===== src/rtl/instruction_fetch.sv =====
// Instruction fetch unit: holds the PC, issues one read at a time on a
// variable-latency memory port and hands each fetched word to the decoder
// with a valid/ready handshake. Execute-stage redirects retarget the PC and
// squash any read still in flight.
module instruction_fetch #(
   parameter int unsigned                 ADDR_WIDTH = 32,
   parameter logic [ADDR_WIDTH-1:0]       RESET_PC   = '0
) (
   input  logic                  clk,
   input  logic                  rst_n,
   // memory read port
   output logic                  mem_req,
   output logic [ADDR_WIDTH-1:0] mem_addr,
   input  logic                  mem_ack,
   input  logic [31:0]           mem_rdata,
   // redirect from execute
   input  logic                  redirect_valid,
   input  logic [ADDR_WIDTH-1:0] redirect_pc,
   // decoder side
   input  logic                  decode_ready,
   output logic                  instr_valid,
   output logic [31:0]           instruction,
   output logic [ADDR_WIDTH-1:0] instr_pc,
   output logic                  misaligned
);

   localparam logic [31:0] NOP = 32'h0000_0013;

   typedef enum logic [1:0] {
      S_IDLE,
      S_REQ,
      S_WAIT,
      S_HOLD
   } state_t;

   state_t                r_state;
   logic [ADDR_WIDTH-1:0] r_pc;
   logic                  r_squash;
   logic                  r_mem_req;
   logic [ADDR_WIDTH-1:0] r_mem_addr;
   logic                  r_instr_valid;
   logic [31:0]           r_instruction;
   logic [ADDR_WIDTH-1:0] r_instr_pc;
   logic                  r_misaligned;

   state_t                w_state_nxt;
   logic [ADDR_WIDTH-1:0] w_pc_nxt;
   logic                  w_squash_nxt;
   logic                  w_mem_req_nxt;
   logic [ADDR_WIDTH-1:0] w_mem_addr_nxt;
   logic                  w_instr_valid_nxt;
   logic [31:0]           w_instruction_nxt;
   logic [ADDR_WIDTH-1:0] w_instr_pc_nxt;
   logic                  w_misaligned_nxt;

   logic [ADDR_WIDTH-1:0] w_redirect_aligned;
   logic [ADDR_WIDTH-1:0] w_pc_plus4;

   assign w_redirect_aligned = {redirect_pc[ADDR_WIDTH-1:2], 2'b00};
   // Natural overflow of the adder gives the required wrap to address 0.
   assign w_pc_plus4         = r_pc + ADDR_WIDTH'(4);

   // Next-state and next-output decode; redirect outranks every other event.
   always_comb begin
      // NOTE: every signal gets a default before any branch, so no path can
      // leave one unassigned and infer a latch.
      w_state_nxt       = r_state;
      w_pc_nxt          = r_pc;
      w_squash_nxt      = r_squash;
      w_mem_req_nxt     = 1'b0;
      w_mem_addr_nxt    = r_mem_addr;
      w_instr_valid_nxt = r_instr_valid;
      w_instruction_nxt = r_instruction;
      w_instr_pc_nxt    = r_instr_pc;
      w_misaligned_nxt  = r_misaligned;

      if (redirect_valid) begin
         w_pc_nxt          = w_redirect_aligned;
         w_misaligned_nxt  = |redirect_pc[1:0];
         w_instr_valid_nxt = 1'b0;
         case (r_state)
            S_IDLE, S_HOLD: w_state_nxt = S_REQ;
            S_REQ: begin
               // The old-address strobe is already out; its data must be dropped.
               w_squash_nxt = 1'b1;
               w_state_nxt  = S_WAIT;
            end
            S_WAIT: begin
               if (mem_ack) begin
                  // Outstanding read completes now and is discarded on the spot.
                  w_squash_nxt = 1'b0;
                  w_state_nxt  = S_REQ;
               end else begin
                  w_squash_nxt = 1'b1;
               end
            end
            default: w_state_nxt = S_IDLE;
         endcase
      end else begin
         case (r_state)
            S_IDLE: w_state_nxt = S_REQ;
            S_REQ:  w_state_nxt = S_WAIT;
            S_WAIT: begin
               if (mem_ack) begin
                  if (r_squash) begin
                     w_squash_nxt = 1'b0;
                     w_state_nxt  = S_REQ;
                  end else begin
                     w_instruction_nxt = mem_rdata;
                     w_instr_pc_nxt    = r_pc;
                     w_instr_valid_nxt = 1'b1;
                     w_pc_nxt          = w_pc_plus4;
                     w_state_nxt       = S_HOLD;
                  end
               end
            end
            S_HOLD: begin
               if (decode_ready) begin
                  w_instr_valid_nxt = 1'b0;
                  w_state_nxt       = S_REQ;
               end
            end
            default: w_state_nxt = S_IDLE;
         endcase
      end

      // Every entry into REQ raises the strobe for one cycle with the PC that
      // will be current there, so redirected and sequential fetches agree.
      if (w_state_nxt == S_REQ) begin
         w_mem_req_nxt  = 1'b1;
         w_mem_addr_nxt = w_pc_nxt;
      end
   end

   // State and registered outputs; reset abandons any read in flight.
   always_ff @(posedge clk or negedge rst_n) begin
      if (!rst_n) begin
         r_state       <= S_IDLE;
         r_pc          <= RESET_PC;
         r_squash      <= 1'b0;
         r_mem_req     <= 1'b0;
         r_mem_addr    <= RESET_PC;
         r_instr_valid <= 1'b0;
         r_instruction <= NOP;
         r_instr_pc    <= '0;
         r_misaligned  <= 1'b0;
      end else begin
         // NOTE: non-blocking updates so every register samples the values
         // from before this edge, independent of statement order.
         r_state       <= w_state_nxt;
         r_pc          <= w_pc_nxt;
         r_squash      <= w_squash_nxt;
         r_mem_req     <= w_mem_req_nxt;
         r_mem_addr    <= w_mem_addr_nxt;
         r_instr_valid <= w_instr_valid_nxt;
         r_instruction <= w_instruction_nxt;
         r_instr_pc    <= w_instr_pc_nxt;
         r_misaligned  <= w_misaligned_nxt;
      end
   end

   assign mem_req     = r_mem_req;
   assign mem_addr    = r_mem_addr;
   assign instr_valid = r_instr_valid;
   assign instruction = r_instruction;
   assign instr_pc    = r_instr_pc;
   assign misaligned  = r_misaligned;

endmodule


===== config.mk =====
export PLATFORM = sky130hd
export DESIGN_NAME = instruction_fetch
export DESIGN_NICKNAME = d
export VERILOG_FILES = /design/src/rtl/instruction_fetch.sv
export SDC_FILE = /design/constraint.sdc
export NUM_CORES = 1
export LEC_CHECK = 0
export ABC_AREA = 0
export BUFFER_PORTS_ARGS = -buffer_cell sky130_fd_sc_hd__buf_2
export CORE_ASPECT_RATIO = 0.75
export CORE_UTILIZATION = 33
export DETAILED_ROUTE_END_ITERATION = 8
export PLACE_DENSITY = 0.54
export SYNTH_ARGS = -nofsm -noshare
export SYNTH_HDL_FRONTEND = slang
export SYNTH_SLANG_ARGS = --single-unit

===== constraint.sdc =====
create_clock -name clk -period 4.4 [get_ports clk]
set_clock_uncertainty 0.15 [all_clocks]
set_input_delay 0.44 -clock clk [delete_from_list [all_inputs] [get_ports clk]]
set_output_delay 0.44 -clock clk [all_outputs]
set_load 0.03 [all_outputs]

==> results_dict.tcl <==
set metrics [dict create \
    htree_levels 4 \
    hpwl_um 9490 \
    critical-path-top-cell-by-count "sky130_fd_sc_hd__or4_1" \
    grt_pass1_wl_um 21900 \
    root_buffer "sky130_fd_sc_hd__clkbuf_16" \
    timing.reg2reg.setup_slack_ns 1.34 \
    vias 4227 \
    syn_area_sq_um 5710 \
    timing_hold_violations_final 0 \
    place_congestion 0.758 \
    ff2ff_path_depth 7 \
    timing.max_cap.violations 0 \
    hp-class "input pin to async pin" \
    detailedRoute.firstPassIterationCount 4 \
    largest_net_degree_at_the_start_of_global_routing 110 \
    cp_top_family "simple AND/OR/NAND/NOR gates" \
    antenna_found_initial 1 \
    syn_inst 449 \
    startpoint_type "register" \
    worst-path-buf-inv 1 \
    clock.fmax_mhz 327 \
    drt-wirelength-per-cell_um 16.5 \
    crit_path_max_fanout 14 \
    worst_r2r_startpoint "r_state[0]" \
    avgSynthCellArea_sq_um 12.7 \
    floorplan.die.width_um 154 \
    final_layout_size_suffix_gt1_frac 0.495 \
    worst-endpoint-arrival_ns 3.27 \
    fp.dieArea_sq_um 17800 \
    min_period_over_period 0.696 \
    timing.setup.critical_path_class "register to register" \
    unique_masters_post_synth 39 \
    number_of_buffer_cells_added_on_primary_ports 167 \
    synthesis.nets 523 \
    final_common_cell "sky130_fd_sc_hd__buf_2" \
    tightest_slew_ns 1.01 \
    ys_ff_latch 134 \
    cells_along_the_critical_path "inv_1, ha_1, nand3b_1, or4_1, or4_1, a31oi_1, mux2_2" \
    route.detailed.drc 0 \
    power.density_nw_per_um2 726 \
    synth-warning-count 0 \
    avgViaCountPerCell 5.01 \
    clock-sinks 134 \
    global_route.overflow_total 0 \
    status "finished clean" \
    worst_skew_pair_latency_ns 0.42 \
    final.setup.tns_ns 0 \
    detail_route.wirelength_um 13900 \
    critical_path_max_stage_delay_ns 0.76 \
    first_global_vias 4180 \
    finalCoreUtilization 0.439 \
    post_cts_setup_bufs 0 \
    floorplan.die.height_um 116 \
    floorplan.initialDensity 0.338 \
    timing.final.setup_violations 0 \
    clk_pin_slew_ns 0.05 \
    critPathSlowestCell "sky130_fd_sc_hd__or4_1" \
    ant_nets 0 \
    number_of_violations_reported_at_the_end_of_detailed_routing_iteration_0 127 \
    placeableCoreArea_sq_um 16900 \
    crit_path_end_kind "register" \
    leakagePower_nw 3.56 \
    postCtsHoldBufs 0 \
    ys_seq_area_frac 0.588 \
    cts_repair_resize_count 0 \
    areaGrowthSynthToFinish_pct 29.8 \
    synth_top_flop_cell "sky130_fd_sc_hd__dfrtp_1" \
    crit-reg2reg-capture "mem_addr[25]" \
    worst_setup_path_startpoint "r_state[0]" \
    mostFrequentLayoutCells "sky130_fd_sc_hd__buf_2 (166), sky130_fd_sc_hd__dfrtp_1 (131), sky130_fd_sc_hd__mux2_2 (97)" \
    fin_crit_period_ns 3.06 \
    timing_max_transition_violations_final 0 \
    tritoncts "built" \
    cp.required_ns 4.60 \
    maxSlewHeadroom 0.326 \
    n_fill_cell 1580 \
    ctsLongestPathBuffers 2 \
    overall_track_demand_over_capacity_in_global_routing 0.162 \
    synth_enable_flop_cells 0 \
    row_count 41 \
    final_nets 689 \
    share_of_flip_flops_with_an_asynchronous_set_or_reset_after_synthesis 1.00 \
    cts_made_buffers 17 \
    boundaryPins 168 \
    worst_path_depth 7 \
    insertedDiodeCount 0 \
    rsz0062_at_grt "no" \
    peakVddDrop_mv 0.311 \
]
-- metrics by stage --
step / total power, mW / hold WS, ns / instance area (sq um) / std cells / setup WS (ns)
after floorplan: 3.24 / -0.00559 / 5710 / 449 / 1.94
after global placement: 3.84 / 0.331 / 6770 / 811 / 1.45
after detailed placement: 3.87 / 0.337 / 6770 / 811 / 1.31
after CTS: 5.45 / 0.0577 / 7420 / 843 / 1.31
after global routing: 5.66 / 0.0811 / 7420 / 843 / 1.15
final: 5.38 / 0.00861 / 7420 / 843 / 1.34
-- synthesized netlist by cell type (all sizes together) (2+ instances only) --
library cell / number / area [sq um]
or3: 5 / 31.3
clkbuf: 20 / 75.1
nand4: 7 / 43.8
inv: 11 / 41.3
nor2: 23 / 86.3
buf: 4 / 31.3
nor2b: 2 / 12.5
ha: 5 / 62.6
dfstp: 3 / 78.8
nor4: 4 / 25.0
mux2: 97 / 1090
dfrtp: 131 / 3280
or2: 5 / 31.3
a31oi: 18 / 113
xor2: 3 / 26.3
o31ai: 16 / 120
xnor2: 9 / 78.8
o21ai: 16 / 80.1
nand3: 7 / 40.0
nor3: 5 / 25.0
a21oi: 3 / 15.0
or4: 16 / 124
and3: 2 / 12.5
nand2: 26 / 97.6
-- sequential cells by signal, summed over array words and instances (netlist names) --
register and cells:
instr_pc 32, instr_valid 1, mem_addr 32, r_state 2
r_squash 1, mem_req 1, r_pc 32, instruction 32
misaligned 1
-- worst max path at each step --
stage                      endpoint  slack [ns]
CTS                 instruction[29]        1.31
detailed placement  instruction[25]        1.31
global route        instruction[29]        1.15
finish                 mem_addr[25]        1.34
floorplan           instruction[10]        1.94
global placement     instruction[3]        1.45
-- cell families after synthesis --
group / Yosys count / share of synthesized area
adder cells (fa/ha/maj): 5 / 0.0110
flip-flops: 134 / 0.588
AND/OR/NAND/NOR: 106 / 0.0986
multiplexers: 98 / 0.193
AO/OA/AOI/OAI: 58 / 0.0650
XOR/XNOR: 12 / 0.0184
buffers and inverters: 36 / 0.0265
-- where the power goes --
part / internal (mW) / switching (mW) / total [mW]
registers: 1.64 / 0.234 / 1.87
logic: 0.720 / 1.24 / 1.96
clock network: 1.02 / 0.534 / 1.55
-- final cells by class --
type,instances,area (sq um),share of cell area
Sequential cell,134,3360,0.453
Multi-Input combinational cell,279,2210,0.298
Timing Repair Buffer,171,885,0.119
Clock buffer,19,443,0.0597
Tap cell,215,269,0.0363
Clock inverter,13,205,0.0277
Inverter,12,45.0,0.00607
-- worst reg2reg max path: cells and delay by family (launching register included) --
family | cells | cell delay (ns)
AOI/OAI and AO/OA | 1 | 0.22
adders and majority gates | 1 | 0.27
buffers and inverters | 1 | 0.10
DFF | 1 | 0.42
muxes | 1 | 0.18
and+or+nand+nor | 3 | 1.67
-- routing by layer --
metal | GRT usage | up-vias | routed length (um) | part of all wire
met5 | 0 | - | 17 | 0.0012
met4 | 0.0687 | 2 | 234 | 0.017
met3 | 0.0666 | 20 | 1060 | 0.076
met2 | 0.233 | 148 | 5900 | 0.42
met1 | 0.216 | 2082 | 6680 | 0.48
li1 | - | 1975 | - | -
Note: power is estimated with default switching activity, not from simulation.
